==> config.mk <==
export PLATFORM = sky130hd
export DESIGN_NAME = audio_sample_fifo_flat
export DESIGN_NICKNAME = d
export VERILOG_FILES = /design/src/rtl/audio_sample_fifo_if.sv /design/src/rtl/audio_sample_fifo.sv /design/src/flat_wrapper.sv
export SDC_FILE = /design/constraint.sdc
export NUM_CORES = 1
export LEC_CHECK = 0
export ABC_AREA = 1
export CAP_MARGIN = 25
export CORE_UTILIZATION = 35
export DETAILED_ROUTE_END_ITERATION = 6
export PLACE_DENSITY = 0.51
export SYNTH_ARGS = -nofsm -noshare
export SYNTH_HDL_FRONTEND = slang
export SYNTH_SLANG_ARGS = --single-unit
==> constraint.sdc <==
create_clock -name clk_i -period 4.4 [get_ports clk_i]
set_input_delay 0.88 -clock clk_i [delete_from_list [all_inputs] [get_ports clk_i]]
set_output_delay 0.88 -clock clk_i [all_outputs]
set_load 0.01 [all_outputs]
==> src/rtl/audio_sample_fifo_if.sv <==
// Sample handshake bundle between the producer/consumer side and the
// audio sample FIFO: write data/request/full and read request/data/empty.
interface audio_sample_fifo_if #(
    parameter int WIDTH = 32
);
    logic [WIDTH-1:0] wdata_i;
    logic             wr_en_i;
    logic             full_o;
    logic             rd_en_i;
    logic [WIDTH-1:0] rdata_o;
    logic             empty_o;

    // Producer/consumer side: drives requests and write data.
    modport master (
        output wdata_i,
        output wr_en_i,
        output rd_en_i,
        input  full_o,
        input  rdata_o,
        input  empty_o
    );

    // FIFO side: accepts requests, returns status and read data.
    modport slave (
        input  wdata_i,
        input  wr_en_i,
        input  rd_en_i,
        output full_o,
        output rdata_o,
        output empty_o
    );
endinterface

==> src/rtl/audio_sample_fifo.sv <==
// Single-clock audio sample FIFO with occupancy count, live watermarks,
// sticky overflow/underflow flags, synchronous flush and a choice of
// first-word-fall-through or registered read data.
module audio_sample_fifo #(
    parameter int WIDTH = 32,
    parameter int DEPTH = 16,
    parameter int FWFT  = 1,
    parameter int CNT_W = $clog2(DEPTH) + 1
) (
    input  logic                clk_i,
    input  logic                rst_ni,
    input  logic                flush_i,
    audio_sample_fifo_if.slave  bus,
    output logic [CNT_W-1:0]    count_o,
    input  logic [CNT_W-1:0]    af_thresh_i,
    input  logic [CNT_W-1:0]    ae_thresh_i,
    output logic                almost_full_o,
    output logic                almost_empty_o,
    output logic                ovf_o,
    output logic                udf_o,
    input  logic                clr_err_i
);

    localparam int ADDR_W = CNT_W - 1;

    // Reject illegal geometries at elaboration time.
    if ((DEPTH < 2) || ((DEPTH & (DEPTH - 1)) != 0)) begin : g_bad_depth
        $error("audio_sample_fifo: DEPTH must be a power of two and at least 2");
    end
    if (CNT_W != $clog2(DEPTH) + 1) begin : g_bad_cnt_w
        $error("audio_sample_fifo: CNT_W is derived from DEPTH and must not be overridden");
    end
    if (WIDTH < 1) begin : g_bad_width
        $error("audio_sample_fifo: WIDTH must be at least 1");
    end

    logic [WIDTH-1:0]  mem [DEPTH];
    logic [CNT_W-1:0]  rptr;
    logic [CNT_W-1:0]  wptr;
    logic [ADDR_W-1:0] raddr;
    logic [ADDR_W-1:0] waddr;
    logic              empty;
    logic              full;
    logic              wr_acc;
    logic              rd_acc;
    logic              ovf_set;
    logic              udf_set;

    assign raddr = rptr[ADDR_W-1:0];
    assign waddr = wptr[ADDR_W-1:0];

    // The wrap bit distinguishes full from empty when the addresses match.
    assign empty = (rptr == wptr);
    assign full  = (rptr[CNT_W-1] != wptr[CNT_W-1]) && (raddr == waddr);

    // Acceptance is judged on the pre-edge flags; flush discards both requests.
    assign wr_acc  = bus.wr_en_i && !full  && !flush_i;
    assign rd_acc  = bus.rd_en_i && !empty && !flush_i;
    assign ovf_set = bus.wr_en_i &&  full  && !flush_i;
    assign udf_set = bus.rd_en_i &&  empty && !flush_i;

    assign bus.full_o  = full;
    assign bus.empty_o = empty;

    // Occupancy is pointer difference modulo 2*DEPTH; no separate counter.
    assign count_o        = wptr - rptr;
    assign almost_full_o  = (count_o >= af_thresh_i);
    assign almost_empty_o = (count_o <= ae_thresh_i);

    // Sample storage; contents survive flush and reset.
    always_ff @(posedge clk_i) begin
        if (wr_acc) begin
            mem[waddr] <= bus.wdata_i;
        end
    end

    // Read/write pointers; flush returns both to zero.
    always_ff @(posedge clk_i or negedge rst_ni) begin
        if (!rst_ni) begin
            rptr <= '0;
            wptr <= '0;
        end else if (flush_i) begin
            rptr <= '0;
            wptr <= '0;
        end else begin
            if (wr_acc) begin
                wptr <= wptr + CNT_W'(1);
            end
            if (rd_acc) begin
                rptr <= rptr + CNT_W'(1);
            end
        end
    end

    // Sticky error flags; a new error in the clearing cycle keeps the flag set.
    always_ff @(posedge clk_i or negedge rst_ni) begin
        if (!rst_ni) begin
            ovf_o <= 1'b0;
            udf_o <= 1'b0;
        end else begin
            if (ovf_set) begin
                ovf_o <= 1'b1;
            end else if (clr_err_i) begin
                ovf_o <= 1'b0;
            end
            if (udf_set) begin
                udf_o <= 1'b1;
            end else if (clr_err_i) begin
                udf_o <= 1'b0;
            end
        end
    end

    if (FWFT != 0) begin : g_fwft
        // Head entry is presented combinationally.
        assign bus.rdata_o = mem[raddr];
    end else begin : g_reg_read
        logic [WIDTH-1:0] rdata_q;

        // Head entry is captured on an accepted read and held otherwise.
        always_ff @(posedge clk_i or negedge rst_ni) begin
            if (!rst_ni) begin
                rdata_q <= '0;
            end else if (rd_acc) begin
                rdata_q <= mem[raddr];
            end
        end

        assign bus.rdata_o = rdata_q;
    end

endmodule

==> src/flat_wrapper.sv <==
// flat-port wrapper written by rule: the top's interface ports become plain ports
module audio_sample_fifo_flat 
#(
    parameter int WIDTH = 32,
    parameter int DEPTH = 16,
    parameter int FWFT  = 1,
    parameter int CNT_W = $clog2(DEPTH) + 1
)
  (clk_i, rst_ni, flush_i, count_o, af_thresh_i, ae_thresh_i, almost_full_o, almost_empty_o, ovf_o, udf_o, clr_err_i, bus_wdata_i, bus_wr_en_i, bus_rd_en_i, bus_full_o, bus_rdata_o, bus_empty_o);
  audio_sample_fifo_if #(.WIDTH(WIDTH)) bus_i ();
  input  logic clk_i;
  input  logic rst_ni;
  input  logic flush_i;
  output logic [CNT_W-1:0] count_o;
  input  logic [CNT_W-1:0] af_thresh_i;
  input  logic [CNT_W-1:0] ae_thresh_i;
  output logic almost_full_o;
  output logic almost_empty_o;
  output logic ovf_o;
  output logic udf_o;
  input  logic clr_err_i;
  input wire logic [$bits(bus_i.wdata_i)-1:0] bus_wdata_i;
  input wire logic [$bits(bus_i.wr_en_i)-1:0] bus_wr_en_i;
  input wire logic [$bits(bus_i.rd_en_i)-1:0] bus_rd_en_i;
  output wire logic [$bits(bus_i.full_o)-1:0] bus_full_o;
  output wire logic [$bits(bus_i.rdata_o)-1:0] bus_rdata_o;
  output wire logic [$bits(bus_i.empty_o)-1:0] bus_empty_o;
  assign bus_i.wdata_i = bus_wdata_i;
  assign bus_i.wr_en_i = bus_wr_en_i;
  assign bus_i.rd_en_i = bus_rd_en_i;
  assign bus_full_o = bus_i.full_o;
  assign bus_rdata_o = bus_i.rdata_o;
  assign bus_empty_o = bus_i.empty_o;
  audio_sample_fifo #(.WIDTH(WIDTH), .DEPTH(DEPTH), .FWFT(FWFT), .CNT_W(CNT_W)) u_core (.clk_i(clk_i), .rst_ni(rst_ni), .flush_i(flush_i), .bus(bus_i), .count_o(count_o), .af_thresh_i(af_thresh_i), .ae_thresh_i(ae_thresh_i), .almost_full_o(almost_full_o), .almost_empty_o(almost_empty_o), .ovf_o(ovf_o), .udf_o(udf_o), .clr_err_i(clr_err_i));
endmodule
==> results.toml, run 1 <==
[cts]
clockBufferDepth = 3
root_buffer = "clkbuf_16"
hold_buffers = 0
cts_sinks = 524
htree_levels = 2
cts_setup_buffers = 0
worst_skew_pair.late_latency_ns = 0.62
cts-buffers-inserted = 57
clk_pin_slew_worst_paths_ns = 0.06
cts_tree = "built"
postCtsResizedCells = 0

[grt]
grt_pass1_vias = 14700
grt_max_degree = 210
grt-ovfl-total = 0
grt_pass1_wl_mm = 91.3
antenna_found_initial = 3
grt_usage_pct = 18.0

[floorplan]
core_um2 = 65900
die_h_um = 260
die_x_um = 260
ioPinCount = 91
initial_core_util_pct = 35.5
num_rows = 94
die_area_um2 = 67800

[placement]
dp_hpwl_mm = 30.1
io_buffers = 90
gp_congestion = 0.769
place_area_um2 = 25300

[worst_setup_path]
rr_startpoint = "u_core.wptr[2]"
crit_path_end_kind = "output pin"
ff2ff_setup_slack_ns = 1.60
r2r_end = "u_core.mem[10][28]"
worst_r2r_path_depth = 8
cp_data_required_time_ns = 3.52
crit_fanout = 5
worstSetupPathType = "reg -> out"
crit_path_start_kind = "flip-flop"
cp.arrival_ns = 3.26

[synth]
synth_seq_area_share_pct = 67.1
ys_top_cells_by_area = "edfxtp_1, nand3_1, nand2_1"
syn_area_um2 = 23400
yosys_most_used_dff = "edfxtp_1"
synth-edff-count = 512
syn_nets = 2317
synthTopCellsByCount = "nand2_1, edfxtp_1, inv_1, nand3_1, buf_2"
yosysUniqueCellTypes = 29
yosys.cell_count.top_type = "nand2_1"
ys_ff_latch = 524
yosysWarnings = 0
avgSynthCellArea_um2 = 10.4
ys_async_sr_fraction_pct = 2.29
yosysTopAreaCell = "edfxtp_1"
syn_inst = 2249
netlist.area_leader.share_pct = 65.8

[cells_and_area]
syn2layout_area_growth_pct = 15.9
antenna_cells = 0
nFillCells = 6331
drive_above_1_share_pct = 8.44
nets = 2397
final_cell_area_um2 = 27100

[power_and_ir_drop]
p_leak_nw = 11.2
p_sw_mw = 3.29
share_comb_of_total_power_pct = 17.5
report.power.total_mw = 12.2
p_int_mw = 8.89
ir_worst_vdd_v = 0.000281
p_clk_share_pct = 37.0
power_density_nw_per_um2 = 450
swShare_pct = 27.0
seqPwrFrac_pct = 45.5

[timing]
finalSetupViolCount = 0
hold_viol = 0
finalClockSkew_ns = 0.0185
max_freq_ghz = 0.241
slew_headroom_pct = 35.3
whs_ns = 0.523
fin_crit_sh_pct = 94.2
timing.setup.tns_ns = 0
rsz0062_at_grt = "false"
tightest_slew_ns = 0.970
slew_violations = 0
post-route-min-period_ns = 4.14

[routing]
drc = 0
wl_per_cell_um = 18.7
first_iter_violations = 1114
num_vias = 15200
postRouteAntennaNets = 0
wirelength_mm = 60.6
dr.pass1.iters = 7
viasPerCell = 4.70

[worst_hold_path]
min_path_cells = 2
min-delay-start = "u_core.ovf_o"
min_path_type = "reg -> reg"
hold_path_end = "u_core.ovf_o"

[job]
maxCapViolCount = 0

[status]
status = "finished clean"
==> through the flow <==
step / cells / setup slack [ns] / util (%)
2_1_floorplan: 2249 / 0.830 / -
3_3_place_gp: 3133 / 0.718 / 38.4
3_5_place_dp: 3133 / 0.723 / 38.4
4_1_cts: 3234 / 0.0879 / 41.1
5_1_grt: 3235 / 0.0346 / 41.1
6_report: 3235 / 0.255 / 41.1
==> kinds of logic (layout without fill, tap and decap cells) <==
| family | Yosys count | count (layout) | synth area share [%] |
|---|---|---|---|
| AND/OR/NAND/NOR | 1097 | 1097 | 20.9 |
| AO/OA/AOI/OAI | 11 | 11 | 0.268 |
| XOR/XNOR | 8 | 8 | 0.300 |
| adder cells (fa/ha/maj) | 20 | 20 | 1.10 |
| flip-flops | 524 | 524 | 67.1 |
| buffers and inverters | 589 | 711 | 10.4 |
==> area by class of cell <==
cell class,instances,area (µm²),area share (%)
clock buffers,67,1490,5.48
clock inverters,34,262,0.965
inverters,477,1800,6.64
multi-input cells,1136,5420,20.0
flip-flops and latches,524,15700,57.9
well taps,864,1080,3.99
repair buffers,133,1360,5.01
==> cells in the final DEF (no fill, tap or decap), types with 3 or more instances in the layout <==
cell type / instances
ha_1: 19
inv_2: 4
or2_0: 12
clkbuf_1: 9
buf_4: 33
inv_1: 471
nand4_1: 6
clkbuf_16: 58
nor2_1: 11
clkinv_1: 16
a21oi_1: 5
o21ai_0: 3
clkdlybuf4s50_1: 90
bufinv_16: 3
nand2_1: 531
dfrtp_4: 3
nor2_4: 16
xor2_1: 5
buf_12: 9
edfxtp_1: 512
dfrtp_1: 7
clkinv_2: 10
or2_2: 50
nand3_1: 466
==> routing by layer <==
layer,track usage (%),vias up,part of all wire (%)
li1,-,7421,-
met1,23.6,7352,44
met2,30.5,336,48
met3,2.93,99,4.7
met4,5.43,6,2.8
met5,0,-,0.066
==> worst max-delay path: stages, from the launching register on <==
cell	delay, ns
dfrtp_2	0.44
inv_2	0.09
ha_1	0.14
inv_1	0.06
fa_2	0.37
nand3_1	0.09
nand2_1	0.09
xor2_2	0.17
ha_1	0.31
nand2_1	0.06
nor2_1	0.13
nand2_1	0.06
o211ai_1	0.09
nand2_1	0.07
clkdlybuf4s50_1	0.47
==> how the worst max path moves through the flow <==
| stage | slack, ns | endpoint | cells after the start | start |
|---|---|---|---|---|
| final | 0.26 | almost_empty_o | 14 | u_core.wptr[0] |
| after global routing | 0.03 | almost_empty_o | 14 | u_core.wptr[0] |
| after CTS | 0.09 | almost_empty_o | 14 | u_core.wptr[0] |
| after detailed placement | 0.72 | almost_empty_o | 14 | u_core.wptr[0] |
| after global placement | 0.72 | almost_empty_o | 14 | u_core.wptr[0] |
| after floorplan | 0.83 | u_core.mem[10][0] | 10 | u_core.rptr[3] |
==> power groups by stage <==
stage | logic (mW) | registers [mW] | clock network, mW
finish | 2.13 | 5.54 | 4.51
global route | 2.38 | 5.54 | 4.80
CTS | 2.16 | 5.54 | 4.62
detailed placement | 2.15 | 5.65 | 0
global placement | 2.13 | 5.64 | 0
floorplan | 1.38 | 5.64 | 0
==> registers in the layout (all words and copies together) (netlist names) <==
register / flops
u_core.wptr: 5
u_core.mem: 512
u_core.ovf_o: 1
u_core.udf_o: 1
u_core.rptr: 5
(Power assumes the default switching activity.)
==> run 2, diff against run 1 <==
--- a/config.mk
+++ b/config.mk
@@ -9,7 +9,7 @@
 export CAP_MARGIN = 25
 export CORE_UTILIZATION = 35
 export DETAILED_ROUTE_END_ITERATION = 6
-export PLACE_DENSITY = 0.51
+export GPL_ROUTABILITY_DRIVEN = 0
 export SYNTH_ARGS = -nofsm -noshare
 export SYNTH_HDL_FRONTEND = slang
 export SYNTH_SLANG_ARGS = --single-unit
==> results.toml, run 2 (synthesized netlist as in run 1, its figures left out) <==
[worst_setup_path]
worst_r2r_path_depth = 8
rr_startpoint = "u_core.wptr[2]"
ff2ff_setup_slack_ns = 1.67
crit_start = "u_core.wptr[0]"
crit_path_end_kind = "output pin"
setup.worst_path.end = "almost_full_o"
r2r_end = "u_core.mem[5][12]"
worstSetupPathType = "reg -> out"
cp_data_required_time_ns = 3.52
crit_fanout = 5
crit_path_start_kind = "flip-flop"
cp.arrival_ns = 3.31

[floorplan]
initial_core_util_pct = 35.5
ioPinCount = 91
die_area_um2 = 67800
core_um2 = 65900
num_rows = 94
die_h_um = 260
die_x_um = 260

[grt]
grt_pass1_vias = 14800
grt_pass1_wl_mm = 88.3
grt_usage_pct = 17.1
grt-ovfl-total = 0
grt_max_degree = 137
antenna_found_initial = 1

[cells_and_area]
syn2layout_area_growth_pct = 15.6
most-common-layout-cells = "nand2_1, edfxtp_1, inv_1"
regMostFlops = "u_core.mem"
nFillCells = 6167
top_regs = "u_core.mem x512, u_core.rptr x5, u_core.wptr x5"
largest_reg_flops = 512
final_common_cell = "nand2_1"
drive_above_1_share_pct = 7.87
antenna_cells = 0
nets = 2389

[timing]
post-route-min-period_ns = 4.19
tightest_slew_ns = 1.06
slew_violations = 0
timing.setup.tns_ns = 0
max_freq_ghz = 0.239
fin_crit_sh_pct = 95.2
finalClockSkew_ns = 0.0188
slew_headroom_pct = 29.5
finalSetupViolCount = 0
hold_viol = 0
rsz0062_at_grt = "true"

[routing]
dr.pass1.iters = 5
postRouteAntennaNets = 0
viasPerCell = 4.74
drc = 0
wirelength_mm = 57.5
wl_per_cell_um = 17.8
num_vias = 15300
first_iter_violations = 1348

[power_and_ir_drop]
ir_worst_vdd_v = 0.000291
power_density_nw_per_um2 = 442
p_leak_nw = 11.2
report.power.total_mw = 11.9

[cts]
cts_sinks = 524
hold_buffers = 0
cts-buffers-inserted = 55
clk_pin_slew_worst_paths_ns = 0.06
worst_skew_pair.late_latency_ns = 0.62
cts_tree = "built"
root_buffer = "clkbuf_16"
clockBufferDepth = 3
htree_levels = 2

[placement]
dp_hpwl_mm = 28.7
io_buffers = 90

[job]
maxCapViolCount = 0

[worst_hold_path]
min_path_type = "reg -> reg"

[status]
status = "finished clean"
-- run 2: timing repair --
item,in CTS,in global routing
resized for setup,0,3
setup endpoints to repair,0,2
buffers inserted,0,0
-- run 2: critical path, stage by stage, from the launching register on --
cell and delay, ns:
dfrtp_2 0.44, inv_2 0.09, ha_1 0.14, inv_1 0.06
fa_1 0.40, xor2_1 0.35, ha_1 0.32, a21oi_1 0.15
nor2_1 0.05, o21ai_0 0.15, nand3b_1 0.09, clkdlybuf4s50_1 0.48
-- run 2: worst min-delay path by stage --
stage | endpoint | cells after the start | start
floorplan | u_core.wptr[0] | 2 | u_core.wptr[0]
global placement | u_core.ovf_o | 2 | u_core.ovf_o
detailed placement | u_core.ovf_o | 2 | u_core.ovf_o
CTS | u_core.ovf_o | 2 | u_core.ovf_o
global route | u_core.ovf_o | 2 | u_core.ovf_o
finish | u_core.ovf_o | 2 | u_core.ovf_o
-- run 2: layer usage --
metal | global-route usage [%] | up-vias | wire [µm]
met5 | 0 | - | 9
met4 | 5.08 | 2 | 1200
met3 | 2.68 | 80 | 3450
met2 | 27.9 | 456 | 27000
met1 | 23.6 | 7342 | 25800
li1 | - | 7404 | -
-- run 2: final cells by class --
type,count,area [µm²],share of cell area [%]
clock inverters,31,208,0.768
multi-input cells,1136,5410,20.0
well taps,864,1080,4.00
inverters,477,1800,6.65
repair buffers,127,1400,5.19
clock buffers,68,1450,5.35
flip-flops and latches,524,15700,58.0
-- run 2: power breakdown --
group	total (mW)	internal [mW]	switching (mW)
Sequential	5.54	5.52	0.0146
Combinational	2.12	0.792	1.33
Clock	4.28	2.39	1.89
-- run 2: through the flow --
| stage | area (µm²) | utilization (%) | setup slack (ns) | hold WS [ns] | cells |
|---|---|---|---|---|---|
| final | 27000 | 41.0 | 0.213 | 0.546 | 3227 |
| after global routing | 27000 | 41.0 | -0.00815 | 0.589 | 3227 |
| after CTS | 27000 | 41.0 | 0.104 | 0.549 | 3227 |
| after detailed placement | 25400 | 38.5 | 0.744 | 0.540 | 3128 |
| after global placement | 25400 | 38.5 | 0.751 | 0.525 | 3128 |
| after floorplan | 23400 | - | 0.830 | 0.544 | 2249 |
==> run 3, diff against run 2 <==
--- a/config.mk
+++ b/config.mk
@@ -6,7 +6,9 @@
 export NUM_CORES = 1
 export LEC_CHECK = 0
 export ABC_AREA = 1
+export ABC_CLOCK_PERIOD_IN_PS = 4400
 export CAP_MARGIN = 25
+export CORE_ASPECT_RATIO = 0.75
 export CORE_UTILIZATION = 35
 export DETAILED_ROUTE_END_ITERATION = 6
 export GPL_ROUTABILITY_DRIVEN = 0
==> results.toml, run 3 (synthesized netlist as in run 1, its figures left out) <==
[status]
status = "finished clean"

[floorplan]
core_um2 = 65600
num_rows = 81
die_h_um = 226
initial_core_util_pct = 35.6
die_area_um2 = 67800
ioPinCount = 91
die_x_um = 300

[worst_setup_path]
cpMostUsedCell = "ha_1"
crit_slowest_cell = "clkdlybuf4s50_1"
critical-path-top-delay-family = "adder cells"
crit_path_end_kind = "output pin"
cp.arrival_ns = 3.28
critPathMaxStageDelay_ns = 0.48
crit_fanout = 5
cp_data_required_time_ns = 3.52
crit_buf_inv = 3
crit_start = "u_core.wptr[0]"
crit_path_start_kind = "flip-flop"
crit_chain = "inv_2 > ha_1 > inv_1 > fa_1 > xor2_1 > ha_1 > a21oi_1 > nor2_1 > o21ai_0 > nand3b_1 > clkdlybuf4s50_1"
rr_startpoint = "u_core.wptr[2]"
worstSetupPathType = "reg -> out"

[grt]
grt_pass1_vias = 14700
grt-ovfl-total = 0
grt_usage_pct = 17.1
antenna_found_initial = 3
grt_max_degree = 132
grt_pass1_wl_mm = 87.9

[power_and_ir_drop]
power_density_nw_per_um2 = 447
report.power.total_mw = 12.1
ir_worst_vdd_v = 0.000281
p_leak_nw = 11.2

[placement]
place_area_um2 = 25300
dp_hpwl_mm = 28.4
post-place-ws_ns = 0.700
io_buffers = 90
numPlacedInstances = 3136

[timing]
layout_setup_ws_ns = 0.243
fin_crit_sh_pct = 94.5
rsz0062_at_grt = "false"
post-route-min-period_ns = 4.16
slew_headroom_pct = 29.4
finalClockSkew_ns = 0.0145
finalSetupViolCount = 0
hold_viol = 0
max_freq_ghz = 0.241
tightest_slew_ns = 1.06
slew_violations = 0
timing.setup.tns_ns = 0

[worst_hold_path]
min_path_type = "reg -> reg"
min-delay-start = "u_core.udf_o"

[cts]
worst_skew_pair.late_latency_ns = 0.61
cts_tree = "built"
htree_levels = 2
clk_pin_slew_worst_paths_ns = 0.06
cts-buffers-inserted = 55
root_buffer = "clkbuf_16"
clockBufferDepth = 3
cts_sinks = 524

[cells_and_area]
final_common_cell = "nand2_1"
nFillCells = 6038
syn2layout_area_growth_pct = 15.7
finalNonFillerCells = 3235
regMostFlops = "u_core.mem"
antenna_cells = 0
drive_above_1_share_pct = 8.08
largest_reg_flops = 512
final_cell_area_um2 = 27000
most-common-layout-cells = "nand2_1, edfxtp_1, inv_1"
nets = 2391
top_regs = "u_core.mem x512, u_core.rptr x5, u_core.wptr x5"

[routing]
drc = 0
wl_per_cell_um = 17.9
num_vias = 15200
first_iter_violations = 1308
route.met2.wl_mm = 27.4
drt-met1-wl_mm = 26.3
dr_wl_met3_mm = 3.32
viasPerCell = 4.71
routed.top_layer = "met5"
postRouteAntennaNets = 0
dr.pass1.iters = 5
wirelength_mm = 57.9

[job]
maxCapViolCount = 0
==> run 3: repair_timing <==
item                       4_1_cts  5_1_grt
hold buffers                     0        0
hold endpoints to repair         0        0
setup endpoints to repair        0        2
gates resized for setup          0        4
buffers inserted                 0        0
==> run 3: worst register-to-register path, stage by stage, from the launching register on <==
cell and delay (ns):
dfrtp_1 0.48, ha_1 0.40, nand2_1 0.09, nor2_1 0.06, nand2_1 0.19, nand3_2 0.10, buf_4 0.29, nor2_4 0.58
buf_4 0.37
==> run 3: power by group <==
part           total [mW]  switching (mW)  leakage, nW  internal, mW
Sequential           5.54          0.0176         4.77          5.52
Clock                4.42            1.86        0.831          2.56
Combinational        2.13            1.33         5.60         0.798
==> run 3: path summary, 6_finish.rpt <==
check / end / cells after the start / slack [ns]
setup reg to reg: u_core.mem[4][25] / 8 / 1.54
hold reg to reg: u_core.udf_o / 2 / 0.53
setup / recovery: almost_full_o / 11 / 0.24
min in group asynchronous: u_core.rptr[1] / 1 / 0.66
max in group asynchronous: u_core.rptr[0] / 1 / 3.29
hold / removal: u_core.udf_o / 2 / 0.53
==> run 3: stage by stage <==
step                      hold WS (ns)  util [%]
after floorplan                  0.544         -
after global placement           0.517      38.6
after CTS                        0.534      41.2
final                            0.527      41.2
after detailed placement         0.522      38.6
after global routing             0.551      41.2
==> run 3: area by class of cell <==
| class | instances | area, µm² | share of cell area [%] |
|---|---|---|---|
| clock inverter | 28 | 244 | 0.902 |
| timing repair buffer | 129 | 1370 | 5.05 |
| tap | 871 | 1090 | 4.03 |
| sequential | 524 | 15700 | 58.0 |
| clock buffer | 70 | 1450 | 5.38 |
| inverter | 477 | 1800 | 6.65 |
| multi-input combinational | 1136 | 5410 | 20.0 |
==> run 3: layer usage <==
layer  track usage (%)  vias up
met4              3.64        4
li1                  -     7399
met2              28.1      396
met1              23.7     7383
met5                 0        -
met3              2.85       63
==> RTL change, RTL diff (flow settings as in run 1) <==
Add an input register stage for `af_thresh_i` and `ae_thresh_i`; this delays them by one clock. The other inputs are not delayed to match.
--- a/src/rtl/audio_sample_fifo.sv
+++ b/src/rtl/audio_sample_fifo.sv
@@ -24,2 +24,10 @@
     localparam int ADDR_W = CNT_W - 1;
+
+    logic [CNT_W-1:0] af_thresh_q;
+    logic [CNT_W-1:0] ae_thresh_q;
+
+    always_ff @(posedge clk_i) begin
+        af_thresh_q <= af_thresh_i;
+        ae_thresh_q <= ae_thresh_i;
+    end
 
@@ -66,4 +74,4 @@
     assign count_o        = wptr - rptr;
-    assign almost_full_o  = (count_o >= af_thresh_i);
-    assign almost_empty_o = (count_o <= ae_thresh_i);
+    assign almost_full_o  = (count_o >= af_thresh_q);
+    assign almost_empty_o = (count_o <= ae_thresh_q);
 
Function: changed (a bounded check fails within 4 cycles, from zero or initial values and one cycle with rst_ni low).
==> RTL change against run 1 <==
  * Cell area is 0.82% higher
  * Routed wire length is 1.8% lower
  * Largest power group unchanged
  * Power is 2.4% lower
  * Highest routed layer is now met4
  * Synthesized area is 0.79% higher
  * Via count is 0.34% higher
  * Setup slack worse by 75 ps
  * Clock power is 1% higher
  * Sequential cell count is 10 higher
==> RTL change: results (changes against run 1) <==
status=completed; Top reg by flops=u_core.mem; leakage=0.01132 µW (+0.78%); Detail Placement HPWL=30.04 mm (-0.13%); type of the most critical hold path=reg2reg; sequential-to-total area share from yosys stat=67.39% (+0.33 points); Clk. pwr=4560 µW (+1%); max-slew violation count=0 (unchanged); Worst-Skew Late Latency=620 ps (about the same); Post-synth top cells=528 x nand2_1, 512 x edfxtp_1, 475 x inv_1; max incr delay on CP=480 ps; initial antenna violation count=0 (-3); Switching Power=3048 µW (-7.4%); Min-Delay Path Depth=2 (unchanged); r2r endpoint=u_core.mem[4][25]; Crit Reg-Reg Startpoint=u_core.rptr[0]; total track usage=17.61% (-0.39 points); WL met2=28.96 mm (-0.91%); R2R Setup Slk=1620 ps (+20 ps); Peak supply drop=0.2781 mV (-0.97%); root buffer cell=clkbuf_16; switch share=25.64% (-1.4 points); R2R depth=8 (unchanged); Seq pwr share=47.4% (+1.9 points); max FFs per register=512 (unchanged); Final Net Count=2404 (+0.29%); CTS buffer count=58 (+1.8%); first-pass GRT wire length=89.77 mm (-1.7%); Min-Delay Startpoint=u_core.ovf_o; Detailed Route WL=59.57 mm (-1.8%); H-tree lvl count=2 (unchanged); YS warnings=0 (unchanged); share of cells above drive strength 1=8.284% (-0.15 points); clk slew on worst S/H paths=60 ps (about the same); GRT met3 Usage=2.642% (-0.29 points); uppermost layer routed=met4; leading post-synthesis cells by cell area=edfxtp_1 65%, nand3_1 9.9%, nand2_1 8.4%; GRT met1 Usage=23.14% (-0.43 points); Critical Path Source=u_core.wptr[0]; fraction of registers with async set/reset=2.247% (-0.043 points); WL met3=2.535 mm (-11%); clock buffer depth=3 (unchanged); Max-slew headroom=32.28% (-3.1 points); GPL Wtd Cong=0.7657 (-0.43%); library cells used by synthesis=28 (-3.4%); clock skew=16.72 ps (-1.825 ps); M1 wire length=26.67 mm (-0.54%); pin count of the biggest net entering global routing=197 (-6.2%); Post-synth EDFFs=512 (unchanged); Worst Path Max Fanout=4 (-1); vias per inst=4.709 (+0.12%); routing usage on met2=30.22% (-0.32 points); hold path endpoint=u_core.ovf_o; vias in the first global route=14840 (+1.1%); crit path max-delay cell type=clkdlybuf4s50_1; first-pass iteration count of the detailed router=5 (-2); Iter 0 DRT Violations=1157 (+3.9%)
RTL change: area by class of cell:
type | count | area (µm²)
Fill cell | 6310 | 38910
Sequential cell | 534 | 15890
Multi-Input combinational cell | 1133 | 5401
Inverter | 476 | 1794
Clock buffer | 66 | 1503
Timing Repair Buffer | 133 | 1399
Tap cell | 864 | 1081
Clock inverter | 36 | 242.7
RTL change: timing repair:
| item | in CTS | in global routing |
|---|---|---|
| hold buffers | 0 | 0 |
| resized for setup | 0 | 2 |
| setup endpoints to repair | 0 | 1 |
| buffers inserted | 0 | 1 |
RTL change: metrics by stage:
stage / setup slack [ps] / cell area [µm²] / std cells / hold slack (ps) / util [%]
6_report: 180.4 / 27310 / 3242 / 517.8 / 41.24
5_1_grt: 16.82 / 27310 / 3242 / 576.4 / 41.24
4_1_cts: 60.36 / 27290 / 3241 / 524.3 / 41.22
3_5_place_dp: 742.4 / 25550 / 3139 / 514.9 / 38.58
3_3_place_gp: 761.4 / 25550 / 3139 / 511.2 / 38.58
2_1_floorplan: 807.7 / 23560 / 2255 / 544.5 / -
RTL change: kinds of logic after synthesis:
family / synth area share, %
and+or+nand+nor: 20.69
DFF: 67.39
AOI/OAI and AO/OA: 0.2337
buffers and inverters: 10.23
xor gates and xnor gates: 0.3718
adders and majority gates: 1.094
RTL change: critical path: cells and delay by family, from the launching register on:
family                     cells  cell delay (ps)
AOI/OAI and AO/OA              1               90
and+or+nand+nor                6              550
DFF                            1              420
buffers and inverters          3              640
xor gates and xnor gates       1              170
adders and majority gates      3              850
RTL change: worst max path at each step:
stage,end,slack (ps)
floorplan,u_core.mem[11][0],810
global placement,almost_empty_o,760
detailed placement,almost_empty_o,740
CTS,almost_empty_o,60
global route,almost_empty_o,20
finish,almost_empty_o,180
